--- src/rtl/cva6_lsu_pkg.sv ---
// Shared types and sizing for the LSU issue arbiter slice.
package cva6_lsu_pkg;

  // Owner index is sized for the largest supported requester count.
  localparam int unsigned MAX_REQ     = 4;
  localparam int unsigned REQ_IDX_W   = $clog2(MAX_REQ);
  localparam int unsigned LSU_INSTR_W = 32;
  localparam int unsigned LSU_ADDR_W  = 12;

  typedef struct packed {
    logic [LSU_INSTR_W-1:0] instr;
    logic                   is_load;
  } lsu_req_t;

  typedef struct packed {
    logic                  busy;
    logic [REQ_IDX_W-1:0]  owner;
    logic [LSU_ADDR_W-1:0] addr;
  } lsu_trk_t;

endpackage

--- src/rtl/cva6_lsu_rr_arb.sv ---
// Combinational round-robin picker: first eligible requester at or after rr_ptr_i.
module cva6_lsu_rr_arb
  import cva6_lsu_pkg::*;
#(
  parameter int unsigned NUM_REQ = 2
) (
  input  logic [NUM_REQ-1:0]   eligible_i,
  input  logic [REQ_IDX_W-1:0] rr_ptr_i,
  output logic [NUM_REQ-1:0]   grant_o,
  output logic [REQ_IDX_W-1:0] winner_o,
  output logic                 valid_o
);

  logic                 w_found;
  logic [REQ_IDX_W-1:0] w_win;

  // Two passes: upper segment from the pointer, then wrap to the lowest index.
  always_comb begin
    w_found = 1'b0;
    w_win   = '0;
    for (int unsigned i = 0; i < NUM_REQ; i++) begin
      if (!w_found && eligible_i[i] && (REQ_IDX_W'(i) >= rr_ptr_i)) begin
        w_found = 1'b1;
        w_win   = REQ_IDX_W'(i);
      end
    end
    for (int unsigned i = 0; i < NUM_REQ; i++) begin
      if (!w_found && eligible_i[i]) begin
        w_found = 1'b1;
        w_win   = REQ_IDX_W'(i);
      end
    end
  end

  always_comb begin
    grant_o = '0;
    for (int unsigned i = 0; i < NUM_REQ; i++) begin
      grant_o[i] = w_found && (w_win == REQ_IDX_W'(i));
    end
  end

  assign winner_o = w_win;
  assign valid_o  = w_found;

endmodule

--- src/rtl/cva6_lsu_issue_arb.sv ---
// Round-robin issue arbiter sharing one LSU between NUM_REQ requesters,
// with one outstanding load and one outstanding store tracked for completion routing.
module cva6_lsu_issue_arb
  import cva6_lsu_pkg::*;
#(
  parameter int unsigned NUM_REQ = 2,
  parameter int unsigned INSTR_W = LSU_INSTR_W,
  parameter int unsigned ADDR_W  = LSU_ADDR_W
) (
  input  logic                       clk_i,
  input  logic                       rst_ni,
  input  logic [NUM_REQ-1:0]         req_valid_i,
  input  logic [NUM_REQ*INSTR_W-1:0] req_instr_i,
  input  logic [NUM_REQ-1:0]         req_is_load_i,
  output logic [NUM_REQ-1:0]         req_ready_o,
  output logic [INSTR_W-1:0]         lsu_instr_o,
  output logic                       lsu_is_load_o,
  output logic                       lsu_instr_valid_o,
  input  logic                       lsu_ready_i,
  input  logic                       load_mem_resp_i,
  input  logic                       store_mem_resp_i,
  output logic [NUM_REQ-1:0]         load_done_o,
  output logic [NUM_REQ-1:0]         store_done_o,
  output logic                       busy_o,
  output logic                       err_o
);

  if (INSTR_W != LSU_INSTR_W || ADDR_W != LSU_ADDR_W || NUM_REQ < 2 || NUM_REQ > MAX_REQ) begin : g_bad_params
    $error("cva6_lsu_issue_arb: unsupported parameter combination");
  end

  lsu_req_t             w_req [NUM_REQ];
  lsu_req_t             w_win_req;
  logic [NUM_REQ-1:0]   w_elig;
  logic [NUM_REQ-1:0]   w_grant;
  logic [REQ_IDX_W-1:0] w_winner;
  logic                 w_grant_vld;
  logic                 w_ld_resp_ok;
  logic                 w_st_resp_ok;

  lsu_req_t             r_issue;
  logic                 r_issue_pending;
  logic                 r_ld_busy;
  logic [REQ_IDX_W-1:0] r_ld_owner;
  lsu_trk_t             r_st;
  logic [REQ_IDX_W-1:0] r_rr_ptr;
  logic                 r_err;

  // Eligibility is gated by rst_ni so no grant is visible while reset is held.
  always_comb begin
    w_elig = '0;
    for (int unsigned k = 0; k < NUM_REQ; k++) begin
      w_req[k].instr   = req_instr_i[k*INSTR_W +: INSTR_W];
      w_req[k].is_load = req_is_load_i[k];
      if (rst_ni && req_valid_i[k] && lsu_ready_i && !r_issue_pending) begin
        if (req_is_load_i[k]) begin
          w_elig[k] = !r_ld_busy &&
                      !(r_st.busy && (w_req[k].instr[ADDR_W-1:0] == r_st.addr));
        end else begin
          w_elig[k] = !r_st.busy;
        end
      end
    end
  end

  cva6_lsu_rr_arb #(
    .NUM_REQ (NUM_REQ)
  ) u_rr_arb (
    .eligible_i (w_elig),
    .rr_ptr_i   (r_rr_ptr),
    .grant_o    (w_grant),
    .winner_o   (w_winner),
    .valid_o    (w_grant_vld)
  );

  always_comb begin
    w_win_req = '0;
    for (int unsigned k = 0; k < NUM_REQ; k++) begin
      if (w_grant[k]) w_win_req = w_req[k];
    end
  end

  assign w_ld_resp_ok = load_mem_resp_i  && r_ld_busy;
  assign w_st_resp_ok = store_mem_resp_i && r_st.busy;

  always_comb begin
    load_done_o  = '0;
    store_done_o = '0;
    for (int unsigned k = 0; k < NUM_REQ; k++) begin
      load_done_o[k]  = w_ld_resp_ok && (r_ld_owner == REQ_IDX_W'(k));
      store_done_o[k] = w_st_resp_ok && (r_st.owner == REQ_IDX_W'(k));
    end
  end

  always_ff @(posedge clk_i or negedge rst_ni) begin
    if (!rst_ni) begin
      r_issue         <= '0;
      r_issue_pending <= 1'b0;
      r_ld_busy       <= 1'b0;
      r_ld_owner      <= '0;
      r_st            <= '0;
      r_rr_ptr        <= '0;
      r_err           <= 1'b0;
    end else begin
      r_issue_pending <= w_grant_vld;
      if (w_grant_vld) begin
        r_issue  <= w_win_req;
        r_rr_ptr <= (w_winner == REQ_IDX_W'(NUM_REQ - 1)) ? '0 : w_winner + 1'b1;
      end
      // An accept can only meet a stray response on the same tracker, so set wins.
      if (w_grant_vld && w_win_req.is_load) begin
        r_ld_busy  <= 1'b1;
        r_ld_owner <= w_winner;
      end else if (w_ld_resp_ok) begin
        r_ld_busy  <= 1'b0;
      end
      if (w_grant_vld && !w_win_req.is_load) begin
        r_st.busy  <= 1'b1;
        r_st.owner <= w_winner;
        r_st.addr  <= w_win_req.instr[ADDR_W-1:0];
      end else if (w_st_resp_ok) begin
        r_st.busy  <= 1'b0;
      end
      if ((load_mem_resp_i && !r_ld_busy) || (store_mem_resp_i && !r_st.busy)) begin
        r_err <= 1'b1;
      end
    end
  end

  assign req_ready_o       = w_grant;
  assign lsu_instr_o       = r_issue.instr;
  assign lsu_is_load_o     = r_issue.is_load;
  assign lsu_instr_valid_o = r_issue_pending;
  assign busy_o            = r_ld_busy | r_st.busy | r_issue_pending;
  assign err_o             = r_err;

endmodule

--- config.mk ---
export PLATFORM = sky130hd
export DESIGN_NAME = cva6_lsu_issue_arb
export DESIGN_NICKNAME = d
export VERILOG_FILES = /design/src/rtl/cva6_lsu_pkg.sv /design/src/rtl/cva6_lsu_rr_arb.sv /design/src/rtl/cva6_lsu_issue_arb.sv
export SDC_FILE = /design/constraint.sdc
export NUM_CORES = 1
export LEC_CHECK = 0
export BUFFER_PORTS_ARGS = -buffer_cell sky130_fd_sc_hd__buf_2
export CORE_ASPECT_RATIO = 0.8
export CORE_MARGIN = 4
export CORE_UTILIZATION = 45
export CTS_BUF_LIST = sky130_fd_sc_hd__clkbuf_8
export CTS_CLUSTER_SIZE = 14
export DETAILED_ROUTE_END_ITERATION = 6
export PLACE_DENSITY_LB_ADDON = 0.25
export SETUP_SLACK_MARGIN = 0.2
export SLEW_MARGIN = 20
export SYNTH_ARGS = -nofsm -noshare
export SYNTH_HDL_FRONTEND = slang
export SYNTH_SLANG_ARGS = --single-unit
--- constraint.sdc ---
create_clock -name clk_i -period 2.7 [get_ports clk_i]
set_input_delay 0.135 -clock clk_i [delete_from_list [all_inputs] [get_ports clk_i]]
set_output_delay 0.135 -clock clk_i [all_outputs]
set_load 0.005 [all_outputs]
==> metrics, run 1 <==
Slew Limit Fails 0; antenna viol nets, final 0; layout filler cell count 547; RePlAce Congestion 0.792; cells after synthesis 278; synthesized net count 351; clock share of power 23.1%; drt pass-1 iters 4; register area share after synthesis 45.8%; via count 2,542; DRT Wirelength 7.73 mm; Worst setup SP type register; final worst-path cycle share 90.6%; TritonCTS clock tree yes; Cell variety after synth 33; Syn-to-layout area delta 28.0%; grt met2 use 30.4%; Routed WL per cell 16.4 microns; # rows 25; first-pass GRT wire length 12.9 mm; Starting Density 47.3%; Lkg Pwr 1.76 nW; # IOs 115; Post-DP HPWL 5.39 mm; CP Launch Point r_st[5]; Buf/Inv on CP 3; WS Path Type register to register; RSZ-0062 raised after global routing yes; CP max FO 29; CP required 2900 ps; Synth Warn # 0; DRC viols 0; initial drt markers 138; root buffer cell clkbuf_8; clk_lat worst skew 310 ps; Seq pwr share 46.3%; fmax 409 MHz; combinational fraction of design power 30.6%; VDD IR max 0.320 mV; IO buf count 114; Final setup viols 0; most frequent CP cell buf_4; min cycle time layout 2450 ps; critical path's top delay family buffers and inverters; Core Region 0.00601 sq mm; critical path endpoint category register; DIE HEIGHT 79.1 microns; status finished, final reports clean; Horiz. Die Dim 96.8 microns; final instance area 0.00364 sq mm; met3 GRT Util 6.67%; placed insts 461; antenna violations before repair 0; met1 global-route usage 30.1%; Worst R2R Start r_st[5]; Critical Path AT 2650 ps; ratio of cells with drive above 1 in the final layout 36.9%; GRT busiest layer met2; Worst-path clk slew 90 ps; placed cell areas 0.00346 sq mm; Least-Margin Pin Slew 678 ps; Slew HR 54.8%; Pwr Total 0.00253 W; largest net degree at the start of global routing 53; H-tree Lvls 2; CP Cell Sequence xnor2_1, nand4_1, nor4_1, a21oi_2, buf_12, a21oi_4, buf_4, a211oi_4, buf_4, o22a_1; Post-Syn Area 0.00284 sq mm; total CTS buffers 5; routed vias/inst 5.40; setup TNS 0 ps; HP Start req_instr_i[2]; worst hold-check path type primary input to register; Avg Cell Area, Syn 10.2 sq um; Internal 0.00174 W; Synth Register Bits 52; Non-Filler Instances 471; worst clock skew 4.60 ps; final net count 462; Hold Fails Final Rpt 0; MaxCap Viol Count 0; final core occ 60.5%; antenna cells 0; clock tree sinks 52; Die ar. 0.00765 sq mm; Psw 0.000788 W; grt ovf 0; CP max stage cell dfrtp_1; vias in the first global route 2,474; GR Util All Layers 20.9%; power density over cell area 696 mW/mm^2; CP max stage delay 420 ps; Switching Fraction 31.1%; Bufs on Longest Clock Path 2
-- area by class of cell --
class	count	area, sq um	area share (%)
multi-input combinational	195	1380	38.0
sequential	52	1300	35.8
timing repair buffer	127	694	19.1
tap	81	101	2.79
clock buffer	7	96.3	2.65
clock inverter	1	30.0	0.826
inverter	8	30.0	0.826
-- kinds of logic (layout without fill, tap and decap cells) --
kind of cell | Yosys count | count (layout) | share of synthesized area [%]
AO/OA/AOI/OAI | 82 | 82 | 21.9
multiplexers | 20 | 20 | 7.05
flip-flops | 52 | 52 | 45.8
AND/OR/NAND/NOR | 69 | 69 | 11.8
buffers and inverters | 31 | 143 | 6.04
XOR/XNOR | 24 | 24 | 7.40
-- flip-flops by register name (all words and copies together) (netlist names) --
signal and flops:
r_ld_busy 1, lsu_instr_o 32, r_st 14, lsu_is_load_o 1
err_o 1, r_rr_ptr 1, r_ld_owner 1, lsu_instr_valid_o 1
-- what timing repair did --
item,CTS,global route
pin swaps,0,1
buffers inserted,0,1
resized for setup,1,7
gates cloned,0,0
hold buffers,1,0
hold endpoints to repair,52,0
endpoints found under the setup margin,1,33
-- cell usage in the layout (no fill, tap or decap), types with 7 or more instances in the layout --
master and n:
mux2i_1 20, and3_1 16, o22a_1 12, a221o_1 13, clkbuf_8 7, dfrtp_1 52, buf_4 8, xor2_1 19
a211oi_1 12, o21ai_0 22, a21oi_1 13, nand2_1 27, nor2_1 14, buf_2 114, inv_1 7
-- path summary, 6_finish.rpt --
path / endpoint / slack, ps / cells after the start
setup reg to reg: r_st[3] / 250 / 10
min in group asynchronous: err_o / 480 / 3
setup / recovery: r_st[3] / 250 / 10
max in group asynchronous: lsu_instr_o[25] / 1750 / 3
hold / removal: lsu_instr_o[2] / 90 / 2
hold reg to reg: lsu_instr_o[19] / 480 / 2
-- power by group through the flow --
stage / clock [W] / sequential (W) / combinational [W]
after floorplan: 0 / 0.00119 / 0.000421
after global placement: 0 / 0.00117 / 0.000762
after detailed placement: 0 / 0.00118 / 0.000776
after CTS: 0.000602 / 0.00117 / 0.000782
after global routing: 0.000643 / 0.00120 / 0.000874
final: 0.000585 / 0.00117 / 0.000775
-- cells in the mapped netlist --
library cell  instances  area, sq um
o21ai_0              22          110
buf_2                11         55.1
a21oi_2               3         26.3
a211oi_1             12         90.1
dfrtp_1              52         1300
xor2_1               19          166
buf_4                 3         22.5
inv_1                 7         26.3
a2111oi_2             1         15.0
a2111oi_4             1         27.5
and3_1               16          100
a21o_1                1         7.51
nand4_1               2         12.5
nor2b_4               1         13.8
o22a_1               12          105
a211oi_4              1         20.0
nor4_1                5         31.3
clkbuf_1              5         18.8
nand2_1              27          101
a21oi_1              13         65.1
o211ai_1              1         7.51
nor2_1               14         52.6
xnor2_1               5         43.8
nand3_1               1         5.00
buf_6                 4         45.0
a221o_1              13          130
and2_1                1         6.26
inv_2                 1         3.75
a2bb2oi_1             1         8.76
nor2_2                1         6.26
or3_1                 1         6.26
mux2i_1              20          200
o221ai_1              1         8.76
-- worst register-to-register path, stage by stage, from the launching register on --
cell and delay, ps:
dfrtp_1 420, xnor2_1 190, nand4_1 100, nor4_1 360, a21oi_2 160, buf_12 200
a21oi_4 190, buf_4 240, a211oi_4 50, buf_4 210, o22a_1 220
-- through the flow --
step / setup slack, ps / hold slack, ps
floorplan: 697 / -161
global placement: 304 / 329
detailed placement: 236 / 328
global route: 136 / 86.0
CTS: 210 / 84.3
finish: 253 / 93.3
-- routing by layer --
layer	share of wire [%]	wire, microns
met5	0	0
met4	1.3	101
met3	6.9	532
met2	45	3510
met1	46	3580
(Power assumes the default switching activity.)
==> inputs of run 2 (changes only) <==
--- a/config.mk
+++ b/config.mk
@@ -12,7 +12,7 @@
 export CTS_BUF_LIST = sky130_fd_sc_hd__clkbuf_8
 export CTS_CLUSTER_SIZE = 14
 export DETAILED_ROUTE_END_ITERATION = 6
-export PLACE_DENSITY_LB_ADDON = 0.25
+export PLACE_DENSITY_LB_ADDON = 0.2
 export SETUP_SLACK_MARGIN = 0.2
 export SLEW_MARGIN = 20
 export SYNTH_ARGS = -nofsm -noshare
==> run 2 against run 1 <==
Compared with the run above:
- worst hold slack improved by 8.5 ps
- utilization up 0.40 points
- sequential share of layout area decreased by 0.20 points
- clock power decreased by 8.2%
- die area unchanged
- design area increased by 0.65%
- final cell count grew 0.42%
- power down 1.8%
- register-to-register slack gained 120 ps
- clock-buffer cell count shrank 2
- maximum frequency up 4.2%
- largest power group unchanged
- highest routed layer unchanged
==> metrics, run 2 (synthesized netlist as in run 1, its figures left out) <==
H-tree Lvls 2 (unchanged); Worst-path clk slew 100 ps (about the same); DIE HEIGHT 79.1 microns (unchanged); status finished, final reports clean; GR Util All Layers 19.3% (-1.6 points); fmax 426 MHz (+4.2%); Bufs on Longest Clock Path 2 (unchanged); DRC viols 0 (unchanged); vias in the first global route 2,348 (-5.1%); Final setup viols 0 (unchanged); setup TNS 0 ps (unchanged); # IOs 115 (unchanged); total CTS buffers 5 (unchanged); Reg2Reg Depth 9 (-1); clock tree sinks 52 (unchanged); Hold Fails Final Rpt 0 (unchanged); most frequent cells in the layout 114 x buf_2, 51 x dfrtp_1, 27 x nand2_1; Least-Margin Pin Slew 650 ps (-27.6 ps); final net count 464 (+0.43%); drt pass-1 iters 4 (unchanged); largest net degree at the start of global routing 53 (unchanged); power density over cell area 680 mW/mm^2 (-2.4%); Routed WL per cell 16.3 microns (-0.59%); WS Path Type register to output port; IO buf count 114 (unchanged); routed vias/inst 5.42 (+0.44%); clk_lat worst skew 310 ps (about the same); initial drt markers 117 (-15%); Slew Limit Fails 0 (unchanged); Worst setup SP type register; hold depth 2 (unchanged); worst clock skew 5.68 ps (+1.07 ps); root buffer cell clkbuf_8; ratio of cells with drive above 1 in the final layout 37.8% (+0.83 points); CP required 2570 ps (-330 ps); Horiz. Die Dim 96.8 microns (unchanged); DRT Wirelength 7.71 mm (-0.17%); VDD IR max 0.381 mV (+19%); RePlAce Congestion 0.815 (+2.9%); Syn-to-layout area delta 28.9%; grt ovf 0 (unchanged); via count 2,564 (+0.87%); Pwr Total 0.00249 W (-1.8%); first-pass GRT wire length 12.0 mm (-7.1%); antenna violations before repair 0 (unchanged); Core Region 0.00601 sq mm (unchanged); Slew HR 56.6% (+1.8 points); max FFs per register 32 (unchanged); placed insts 462 (+0.22%); final core occ 60.9% (+0.40 points); Critical Path AT 2210 ps (-440 ps); antenna cells 0 (unchanged); critical path endpoint category output port; commonest non-fill, non-tap cell in the layout buf_2; CP max FO 10 (-66%); final worst-path cycle share 87.0% (-3.6 points); TritonCTS clock tree yes; Starting Density 47.3% (unchanged); min cycle time layout 2350 ps (-98.2 ps); # rows 25 (unchanged); antenna viol nets, final 0 (unchanged); Lkg Pwr 1.77 nW (+0.21%); Die ar. 0.00765 sq mm (unchanged); RSZ-0062 raised after global routing no; MaxCap Viol Count 0 (unchanged); Post-DP HPWL 5.47 mm (+1.4%); Non-Filler Instances 473 (+0.42%); worst hold-check path type primary input to register
[run 2: changes by cell type in the layout (fill, tap and decap cells not counted), sizes merged]
cell      delta
clkinv       +1
buf          +1
clkbuf       -1
clkinvlp     +1
[run 2: layout make-up]
class / instances / area (sq um)
Clock inverter: 3 / 42.5
Fill cell: 556 / 2350
Timing Repair Buffer: 129 / 723
Sequential cell: 52 / 1300
Tap cell: 81 / 101
Multi-Input combinational cell: 195 / 1390
Inverter: 8 / 30.0
Clock buffer: 5 / 68.8
[run 2: path summary, 6_finish.rpt]
check / startpoint / endpoint / slack (ps)
worst max-delay path: r_st[4] / req_ready_o[0] / 350
worst min-delay path: req_instr_i[8] / lsu_instr_o[8] / 100
worst max register to register: r_st[4] / r_st[4] / 370
worst min register to register: lsu_instr_o[16] / lsu_instr_o[16] / 480
max in group asynchronous: rst_ni / r_st[14] / 1750
min in group asynchronous: rst_ni / lsu_instr_o[1] / 490
[run 2: per-stage QoR]
step	area [sq um]	hold WS [ps]	setup WS, ps
2_1_floorplan	2840	-161	697
3_3_place_gp	3480	326	390
3_5_place_dp	3480	325	367
4_1_cts	3600	92.5	219
5_1_grt	3660	92.8	176
6_report	3660	102	351
[run 2: metal layers]
layer  track usage (%)  wire length (microns)  vias up
li1                  -                      -     1236
met1              26.3                   3560     1245
met2              30.6                   3590       77
met3              6.15                    502        6
met4              3.79                     56        0
met5                 0                      0        -
[run 2: timing repair]
item,4_1_cts,5_1_grt
endpoints found under the setup margin,0,18
hold buffers,1,0
endpoints found under the hold margin,52,0
gates resized for setup,0,6
buffers inserted,0,1
[run 2: power breakdown]
group / switching [W] / internal (W) / total (W)
logic: 0.000366 / 0.000414 / 0.000780
registers: 0.000162 / 0.00101 / 0.00117
clock network: 0.000263 / 0.000274 / 0.000537
[run 2: critical path: stages, from the launching register on]
cell and delay, ps:
dfrtp_1 430, xor2_1 170, nor4_1 350, nand4_1 180, nand3_1 160, and2_4 240, nor2_2 50, buf_4 180
buf_2 130
